$ cat config.mk
export PLATFORM = sky130hd
export DESIGN_NAME = reg_dump_reader
export DESIGN_NICKNAME = d
export VERILOG_FILES = /design/src/rtl/reg_dump_reader.sv
export SDC_FILE = /design/constraint.sdc
export NUM_CORES = 1
export LEC_CHECK = 0
export ABC_AREA = 1
export ABC_CLOCK_PERIOD_IN_PS = 1500
export CELL_PAD_IN_SITES_DETAIL_PLACEMENT = 1
export CELL_PAD_IN_SITES_GLOBAL_PLACEMENT = 2
export CORE_UTILIZATION = 23
export CTS_CLUSTER_SIZE = 28
export DETAILED_ROUTE_END_ITERATION = 8
export GPL_TIMING_DRIVEN = 0
export HOLD_SLACK_MARGIN = 0.08
export PLACE_DENSITY = 0.8
export SLEW_MARGIN = 20
export SYNTH_ARGS = -nofsm -noshare
export SYNTH_HDL_FRONTEND = slang
export SYNTH_SLANG_ARGS = --single-unit
$ cat constraint.sdc
create_clock -name CLK -period 1.5 [get_ports CLK]
set_clock_uncertainty 0.1 [all_clocks]
set_input_delay 0.3 -clock CLK [delete_from_list [all_inputs] [get_ports CLK]]
set_output_delay 0.3 -clock CLK [all_outputs]
set_load 0.03 [all_outputs]
$ cat src/rtl/reg_dump_reader.sv
// -----------------------------------------------------------------------------
// reg_dump_reader
//
// Walks a register file from index 0 to DEPTH-1 and streams each value out
// over a valid/ready handshake. A running XOR of every captured word is kept
// in Checksum. A dump can be cancelled with Abort. The register file is read
// live, so each value is taken as it stands on the edge that fetches it.
//
// Ports
//   CLK        in   clock, rising edge
//   RST        in   asynchronous reset, active low
//   Start      in   begin a full dump (looked at only while idle)
//   Abort      in   cancel the dump in progress (no Done pulse)
//   A          out  read address into the register file (0 while idle)
//   RD         in   combinational read data for A
//   Out_Data   out  captured register value
//   Out_Addr   out  index of the register held in Out_Data
//   Out_Valid  out  Out_Data/Out_Addr are valid
//   Out_Ready  in   consumer accepts the current word
//   Busy       out  high whenever a dump is running
//   Done       out  one-cycle pulse after the last word is accepted
//   Checksum   out  XOR of all words captured in the current or last dump
//
// DEPTH must be in the range 1..32 because the address ports are 5 bits wide.
// -----------------------------------------------------------------------------
module reg_dump_reader #(
  parameter int WIDTH = 32,
  parameter int DEPTH = 32
) (
  input  logic             CLK,
  input  logic             RST,
  input  logic             Start,
  input  logic             Abort,
  output logic [4:0]       A,
  input  logic [WIDTH-1:0] RD,
  output logic [WIDTH-1:0] Out_Data,
  output logic [4:0]       Out_Addr,
  output logic             Out_Valid,
  input  logic             Out_Ready,
  output logic             Busy,
  output logic             Done,
  output logic [WIDTH-1:0] Checksum
);

  localparam logic [1:0] IDLE   = 2'd0;
  localparam logic [1:0] FETCH  = 2'd1;
  localparam logic [1:0] SEND   = 2'd2;
  localparam logic [1:0] FINISH = 2'd3;

  localparam logic [4:0] LAST_IDX = 5'(DEPTH - 1);

  logic [1:0]       state_q, state_d;
  logic [4:0]       index_q, index_d;
  logic [WIDTH-1:0] data_q,  data_d;
  logic [4:0]       addr_q,  addr_d;
  logic             valid_q, valid_d;
  logic [WIDTH-1:0] csum_q,  csum_d;

  always_comb begin
    state_d = state_q;
    index_d = index_q;
    data_d  = data_q;
    addr_d  = addr_q;
    valid_d = valid_q;
    csum_d  = csum_q;

    case (state_q)
      IDLE: begin
        // Abort is meaningless here, so Start always wins.
        if (Start) begin
          state_d = FETCH;
          index_d = '0;
          csum_d  = '0;
        end
      end

      FETCH: begin
        if (Abort) begin
          // Nothing captured for this index; checksum keeps its partial value.
          state_d = IDLE;
          valid_d = 1'b0;
        end else begin
          data_d  = RD;
          addr_d  = index_q;
          valid_d = 1'b1;
          csum_d  = csum_q ^ RD;
          state_d = SEND;
        end
      end

      SEND: begin
        // Abort outranks an accepting consumer.
        if (Abort) begin
          state_d = IDLE;
          valid_d = 1'b0;
        end else if (Out_Ready) begin
          valid_d = 1'b0;
          if (index_q == LAST_IDX) begin
            // Index stops at the last register rather than wrapping.
            state_d = FINISH;
          end else begin
            index_d = index_q + 5'd1;
            state_d = FETCH;
          end
        end
      end

      FINISH: begin
        // Back to idle whether or not Abort is high; Abort only masks Done.
        state_d = IDLE;
      end

      default: begin
        state_d = IDLE;
        valid_d = 1'b0;
      end
    endcase
  end

  always_ff @(posedge CLK or negedge RST) begin
    if (!RST) begin
      state_q <= IDLE;
      index_q <= '0;
      data_q  <= '0;
      addr_q  <= '0;
      valid_q <= 1'b0;
      csum_q  <= '0;
    end else begin
      state_q <= state_d;
      index_q <= index_d;
      data_q  <= data_d;
      addr_q  <= addr_d;
      valid_q <= valid_d;
      csum_q  <= csum_d;
    end
  end

  // The address is forced to 0 while idle so a stale index never leaks out.
  assign A         = (state_q == IDLE) ? 5'd0 : index_q;
  assign Out_Data  = data_q;
  assign Out_Addr  = addr_q;
  assign Out_Valid = valid_q;
  assign Busy      = (state_q != IDLE);
  // Done is gated by Abort so an abort in the final cycle suppresses the pulse.
  assign Done      = (state_q == FINISH) && !Abort;
  assign Checksum  = csum_q;

endmodule

# Word-level counts from Yosys, hierarchy flattened
# Index checks and enable logic that the tools add are counted.
word_totals:
  regBits: 77
  elab_cells: 50
  inputBits: 37
classes:
  addsub: 1
  bitwise: 2
  reduce_logical: 12
  n_eq_ne: 10
  muxes: 19
ops:
  columns: ["operator", "count"]
  rows:
  - ["$mux W32", 2]
  - ["$pmux W32 S2", 1]
  - ["$xor A32 B32 Y32", 1]
  - ["$mux W5", 5]
  - ["$mux W2", 5]
  - ["$ne A2 B2 Y1 const B", 5]
  - ["$pmux W5 S2", 1]
  - ["$pmux W2 S4", 1]
  - ["$reduce_bool A2 Y1", 4]
  - ["$reduce_and A2 Y1", 3]
  - ["$add A5 B1 Y5 const B", 1]
  - ["$eq A5 B5 Y1 const B", 1]
  - ["$reduce_and A5 Y1", 1]
  - ["$eq A2 B2 Y1 const B", 2]
  - ["$mux W1", 3]
  - ["$ne A3 B3 Y1 const B", 1]
  - ["$reduce_and A3 Y1", 1]
  - ["$eq A2 B1 Y1 const B", 1]
  - ["$logic_not A2 Y1", 1]
  - ["$pmux W1 S2", 1]
  - ["$logic_and A1 B1 Y1", 1]
  - ["$logic_not A1 Y1", 1]
  - ["$not A1 Y1", 1]

# Longest topological paths before layout
# Gate-level depths: netlist (run 1).
logic_depth:
  ltp_word: 5
  depth_mapped: 9

# Least setup slack after synthesis (run 1)
# OpenSTA, ideal clock, no wires.
synth_path:
  path_kind: "flip-flop to output port"
  startpoint: "register state_q[1]"
  endpoint: "output port Done"
  slack_ns: -0.115
  stages_incl_launch_ff: 3
  path_buffers: 0
  t_arrival_ns: 1.215
  required_time_ns: 1.100
  cell_sequence: "dfrtp_1 inv_1 nor3_1"
synth_between:
  elab_chain_len: 2
synth_rtl:
  columns: ["element", "line_no", "rtl"]
  rows:
  - ["start, declared", "52", "logic [1:0] state_q, state_d;"]
  - ["start signal, assigned", "129", "state_q <= state_d;"]
  - ["$eq A2 B2 Y1", "145", "assign Done = (state_q == FINISH) && !Abort;"]
  - ["$logic_and A1 B1 Y1", "145", null]
  - ["end, declared", "41", "output logic Done,"]
# Every way passes these cells.

# Final worst setup path (run 1)
layout_path:
  startpoint: "register state_q[1]"
  endpoint: "output port A[3]"
layout_between:
  elab_chain_len: 2
layout_rtl:
  columns: ["element", "line_no", "rtl"]
  rows:
  - ["$logic_not A2 Y1", "139", "assign A = (state_q == IDLE) ? 5'd0 : index_q;"]
  - ["$mux W5", "139", null]
  - ["end, declared", "34", "output logic [4:0] A,"]
# Every way passes these cells.

==> results of run 1 <==
[Yosys cell counts, drive strengths merged]
master / number
nand3b: 1
nand2: 216
dfrtp: 77
inv: 14
buf: 16
o21ai: 7
xnor2: 32
ha: 2
nor3: 2
nand3: 11
a21oi: 2
nand4: 1
nor2: 46
[worst max-delay path by stage]
stage                     from           to  slack (ps)  depth (start not counted)
floorplan           index_q[0]   index_q[2]         0.9                          9
global placement           RST  Checksum[6]       -2980                          1
detailed placement       Abort         Done        -740                          3
CTS                 state_q[1]         A[1]        -210                          4
global route        state_q[1]         A[3]        -270                          4
finish              state_q[1]         A[3]        -210                          4
[stage by stage]
step	setup WS (ps)	TNS, ps	power [µW]	instances	instance area, µm²
2_1_floorplan	0.862	0	6610	427	3560
3_3_place_gp	-2980	-250600	8820	728	4920
3_5_place_dp	-736	-24930	8960	729	4950
4_1_cts	-212	-2360	11600	760	5520
5_1_grt	-270	-12340	12300	764	5470
6_report	-214	-4490	11400	764	5470
[where the power goes]
| group | switching (µW) | total (µW) | internal [µW] |
|---|---|---|---|
| Combinational | 3510 | 5540 | 2030 |
| Clock | 919 | 2550 | 1640 |
| Sequential | 525 | 3330 | 2810 |
[timing repair]
item,CTS,global route
hold endpoints to repair,35,0
setup endpoints to repair,142,119
hold buffers,1,0
resized for setup,239,57
pin swaps,7,7
setup buffers,14,4
[state kept, by name (all words and copies together) (netlist names)]
signal     flops
index_q        5
Checksum      32
Out_Addr       5
Out_Valid      1
Out_Data      32
state_q        2
[per-layer routing]
| metal | track usage, % | wire, µm | up-vias |
|---|---|---|---|
| li1 | - | - | 1581 |
| met1 | 18.3 | 5020 | 1555 |
| met2 | 25.4 | 5350 | 74 |
| met3 | 3.06 | 426 | 10 |
| met4 | 5.32 | 133 | 0 |
| met5 | 0 | 0 | - |
[cells by family (layout without fill, tap and decap cells)]
kind of cell,after synthesis,count (layout),synth area share (%)
adders and majority gates,2,2,0.706
DFF,77,77,54.4
AOI/OAI and AO/OA,9,9,1.27
xor gates and xnor gates,32,32,7.91
and+or+nand+nor,277,277,31.0
buffers and inverters,30,179,4.73
[cell type report]
type                       instances  area (µm²)  share of cell area [%]
sequential                        77        1930                    35.3
multi-input combinational        320        1540                    28.2
clock buffer                       9         225                    4.12
inverter                          14        62.6                    1.14
timing repair buffer             133        1210                    22.1
clock inverter                     7         121                    2.22
buffer                            16         146                    2.68
tap                              188         235                    4.30
[worst reg2reg max path, stage by stage, from the launching register on]
cell	delay (ps)
dfrtp_2	440
nor2_4	220
buf_4	150
buf_6	90
nand2_2	60
nand2_4	110
inv_4	70
buf_6	140
nand2_1	70
nand2_1	50
==> flow_summary_export.csv, run 1 <==
group,metric,value,unit
global_route,grt_max_degree,43,
die,chipHeight,126,µm
drt,wirelength,10900,µm
die,ios,114,
global_route,grt_antenna_before_repair,0,
layout,final_cell_mix,"nand2_1, dfrtp_1, nor2_1",
clock_network,cts_made_buffers,9,
logic_synthesis,synth.avg_cell_area,8.30,µm²
clock_network,cts_max_level,3,
critical_path,startpoint_type,"flop",
critical_path,r2r-start,"state_q[1]",
pwr,cellPowerDensity,2090,mW/mm²
critical_path,cp_max_fo,7,
critical_path,reg2reg_depth,9,
timing,fin_crit_sh,114,%
logic_synthesis,yosys_warnings,0,
drt,drt-initial-drc-count,90,
clock_network,cts_max_path_buffers,2,
drt,drc,0,
layout,drive_gt1_share,25.2,%
logic_synthesis,yosys.area.top_type_share,54.4,%
die,dieArea,0.0159,mm²
critical_path,crit_path_max_incr_delay,440,ps
logic_synthesis,yosys-top-cells-area,"dfrtp_1, nand2_1, xnor2_1",
critical_path,r2r_end,"Checksum[1]",
logic_synthesis,yosys.area.top_type,"dfrtp_1",
logic_synthesis,synth_cell_types,22,
layout,final_common_cell,"nand2_1",
drt,dr.pass1.iters,4,
global_route,grt.overflow.total,0,
clock_network,insertion_delay,330,ps
drt,ant_nets,0,
timing,fin_crit,1710,ps
layout,syn_to_final_growth,54.4,%
hold_path,holdPathEnd,"Out_Data[18]",
critical_path,r2r_setup_slack,-110,ps
global_route,grt_pass1_vias,3523,
layout,n_antenna_cell,0,
critical_path,cp_top_family,"flip-flops",
die,core.rowCount,45,
placed_design,place_hpwl,7550,µm
timing,worst_pin_slew,512,ps
hold_path,min-delay-start,"Out_Data[18]",
hold_path,holdCritPathClass,"reg2reg",
critical_path,critPathCaptureType,"primary output",
timing,max_freq,583,MHz
run_status,outcome,"finished, violations left",
timing,drv_slew,0,
logic_synthesis,yosysSeqAreaShare,54.4,%
logic_synthesis,syn-cell-area,0.00354,mm²
pwr,p_leak,0.00270,µW
clock_network,path_clk_slew,60,ps
clock_network,clockRootBuffer,"clkbuf_16",
global_route,grt_pass1_wl,18200,µm
timing,setup_viol,59,
hold_path,holdPathStages,2,
clock_network,cts.sinks,77,
drt,wire_per_inst,14.3,µm
layout,fin_util,36.1,%
critical_path,worstSetupPathType,"reg2out",
timing,hold_viol,0,
timing,setup_ws,-214,ps
clock_network,tritoncts,"yes",
run_status,violations,"setup timing",
pwr,irDropWorstVdd,0.711,mV
logic_synthesis,synth_cells,427,
critical_path,crit_required,1100,ps
drt,vias_per_cell,4.21,
placed_design,gp_congestion,0.730,
die,coreArea,0.0151,mm²
die,die_w,126,µm
critical_path,crit_slowest_cell,"dfrtp_2",
timing,relSlewSlack,65.9,%
logic_synthesis,synth_nets,466,
logic_synthesis,synth-seq-cells,77,
critical_path,path_cells,"nor2_4, buf_4, nor2_2, buf_6",
global_route,track_usage,14.8,%
timing,grt_setup_unrepaired,"yes",
drt,vias,3220,
critical_path,worst-path-buf-inv,2,
layout,fin_nets,610,
timing,worst_hold_slack,371,ps
layout,n_fill_cell,1798,
flow_run,cap_viol_max_count,0,
critical_path,worstPathArrival,1310,ps
die,start_util,23.4,%
placed_design,portBuffers,113,
(Power assumes the default switching activity.)
==> run 2: changes to the inputs <==
Settings changed: SETUP_SLACK_MARGIN from default to 0.3.
==> run 2 against run 1 <==
  * The run ends with hold timing, setup timing left
  * Largest cell class unchanged
  * Count of clock-buffer cells in the layout up 1
  * Worst setup slack better by 26 ps
  * Clock power down 22%
  * Maximum frequency up 1.6%
==> flow_summary_export.csv, run 2 (synthesis gave the netlist of run 1 again) <==
group,metric,value,unit
drt,vias_per_cell,4.14,
layout,fin_util,39.6,%
die,start_util,23.4,%
timing,setup_viol,42,
placed_design,dp.cells,729,
drt,drc,0,
timing,grt_setup_unrepaired,"yes",
timing,fin_crit_sh,113,%
clock_network,tritoncts,"yes",
layout,regArea,0.00193,mm²
die,ios,114,
layout,fin_nets,661,
die,dieArea,0.0159,mm²
timing,hold_viol,39,
die,coreArea,0.0151,mm²
global_route,grt.overflow.total,0,
timing,fin_tns_setup,-4740,ps
clock_network,path_clk_slew,60,ps
placed_design,post-place-ws,-713,ps
hold_path,holdCritPathClass,"in2async",
placed_design,place_hpwl,7530,µm
global_route,grt_pass1_wl,18500,µm
layout,drive_gt1_share,33.4,%
layout,final_common_cell,"nand2_1",
pwr,p_leak,0.00309,µW
global_route,grt_max_degree,41,
placed_design,portBuffers,113,
die,core.rowCount,45,
die,die_w,126,µm
timing,max_freq,592,MHz
timing,relSlewSlack,62.5,%
layout,n_fill_cell,1777,
placed_design,gp_congestion,0.724,
timing,fin_crit,1690,ps
critical_path,worstPathArrival,1290,ps
layout,n_antenna_cell,0,
critical_path,r2r-start,"state_q[1]",
pwr,cellPowerDensity,2070,mW/mm²
drt,drt-initial-drc-count,114,
critical_path,worstSetupPathType,"reg2out",
critical_path,startpoint_type,"flop",
timing,worst_hold_slack,-154,ps
drt,dr.pass1.iters,4,
layout,multiInputGateArea,0.00158,mm²
critical_path,critPathLaunch,"state_q[1]",
critical_path,critPathCaptureType,"primary output",
clock_network,cts_made_buffers,9,
run_status,outcome,"finished, violations left",
clock_network,clockRootBuffer,"clkbuf_16",
timing,drv_slew,0,
pwr,fin_total_pwr,12400,µW
pwr,irDropWorstVdd,0.786,mV
critical_path,crit_required,1100,ps
clock_network,insertion_delay,340,ps
clock_network,cts.sinks,77,
layout,final_cell_mix,"nand2_1, buf_6, buf_4",
timing,worst_pin_slew,562,ps
drt,vias,3371,
timing,setup_ws,-188,ps
clock_network,cts_max_path_buffers,2,
flow_run,cap_viol_max_count,0,
run_status,violations,"hold timing, setup timing",
layout,finalNonFillerCells,814,
drt,ant_nets,0,
drt,wire_per_inst,14.1,µm
global_route,grt_antenna_before_repair,0,
global_route,track_usage,15.1,%
clock_network,cts_max_level,3,
layout,syn_to_final_growth,69.4,%
drt,wirelength,11500,µm
critical_path,cp_max_fo,7,
global_route,grt_pass1_vias,3571,
die,chipHeight,126,µm
-- run 2: cell count changes in the layout (fill, tap and decap cells not counted), sizes merged --
| cell | previous run | this run |
|---|---|---|
| inv | 15 | 14 |
| dlygate4sd3 | 1 | 0 |
| clkbuf | 31 | 11 |
| clkdlybuf4s15 | 42 | 0 |
| buf | 48 | 164 |
| clkdlybuf4s18 | 1 | 0 |
| clkinv | 3 | 5 |
| bufinv | 3 | 0 |
-- run 2: final timing paths --
path                            cells past startpoint  slack, ps      endpoint
worst max-delay path                                3       -190          A[3]
worst min-delay path                                1       -150    index_q[2]
worst max register to register                      9       -140   Checksum[8]
worst min register to register                      2        390  Out_Data[31]
max in group asynchronous                           2        850   Out_Data[8]
min in group CLK                                    2        390  Out_Data[31]
-- run 2: repair_timing --
action | CTS | global route
hold endpoints to repair | 39 | 39
resized for setup | 552 | 27
endpoints found under the setup margin | 154 | 154
setup buffers | 42 | 27
pin swaps | 13 | 9
gates cloned | 0 | 1
-- run 2: through the flow --
stage,area (µm²),hold WS [ps]
2_1_floorplan,3580,-95.6
3_5_place_dp,4960,228
5_1_grt,6000,-116
6_report,6000,-154
3_3_place_gp,4940,355
4_1_cts,5670,-139
-- run 2: report_power, final --
part           internal, µW  leakage [µW]  switching (µW)
logic                  3210       0.00196            3800
clock network          1100      0.000132             874
registers              2810      0.000997             603
-- run 2: metal layers --
metal	wire length, µm	vias to the layer above	share of wire [%]	GRT usage, %
li1	-	1684	-	-
met1	5230	1596	45	19.1
met2	5650	77	49	25.2
met3	450	14	3.9	3.10
met4	172	0	1.5	5.74
met5	0	-	0	0
-- run 2: layout make-up --
| cell class | instances | area share [%] |
|---|---|---|
| inverters | 14 | 1.17 |
| flip-flops and latches | 77 | 32.2 |
| clock inverters | 5 | 0.479 |
| multi-input cells | 320 | 26.3 |
| well taps | 188 | 3.92 |
| plain buffers | 16 | 2.50 |
| clock buffers | 10 | 3.81 |
| repair buffers | 184 | 29.6 |
-- run 2: critical path: stages, from the launching register on --
cell and delay [ps]:
dfrtp_2 460, nor2_4 240, nor2_1 80, buf_4 170
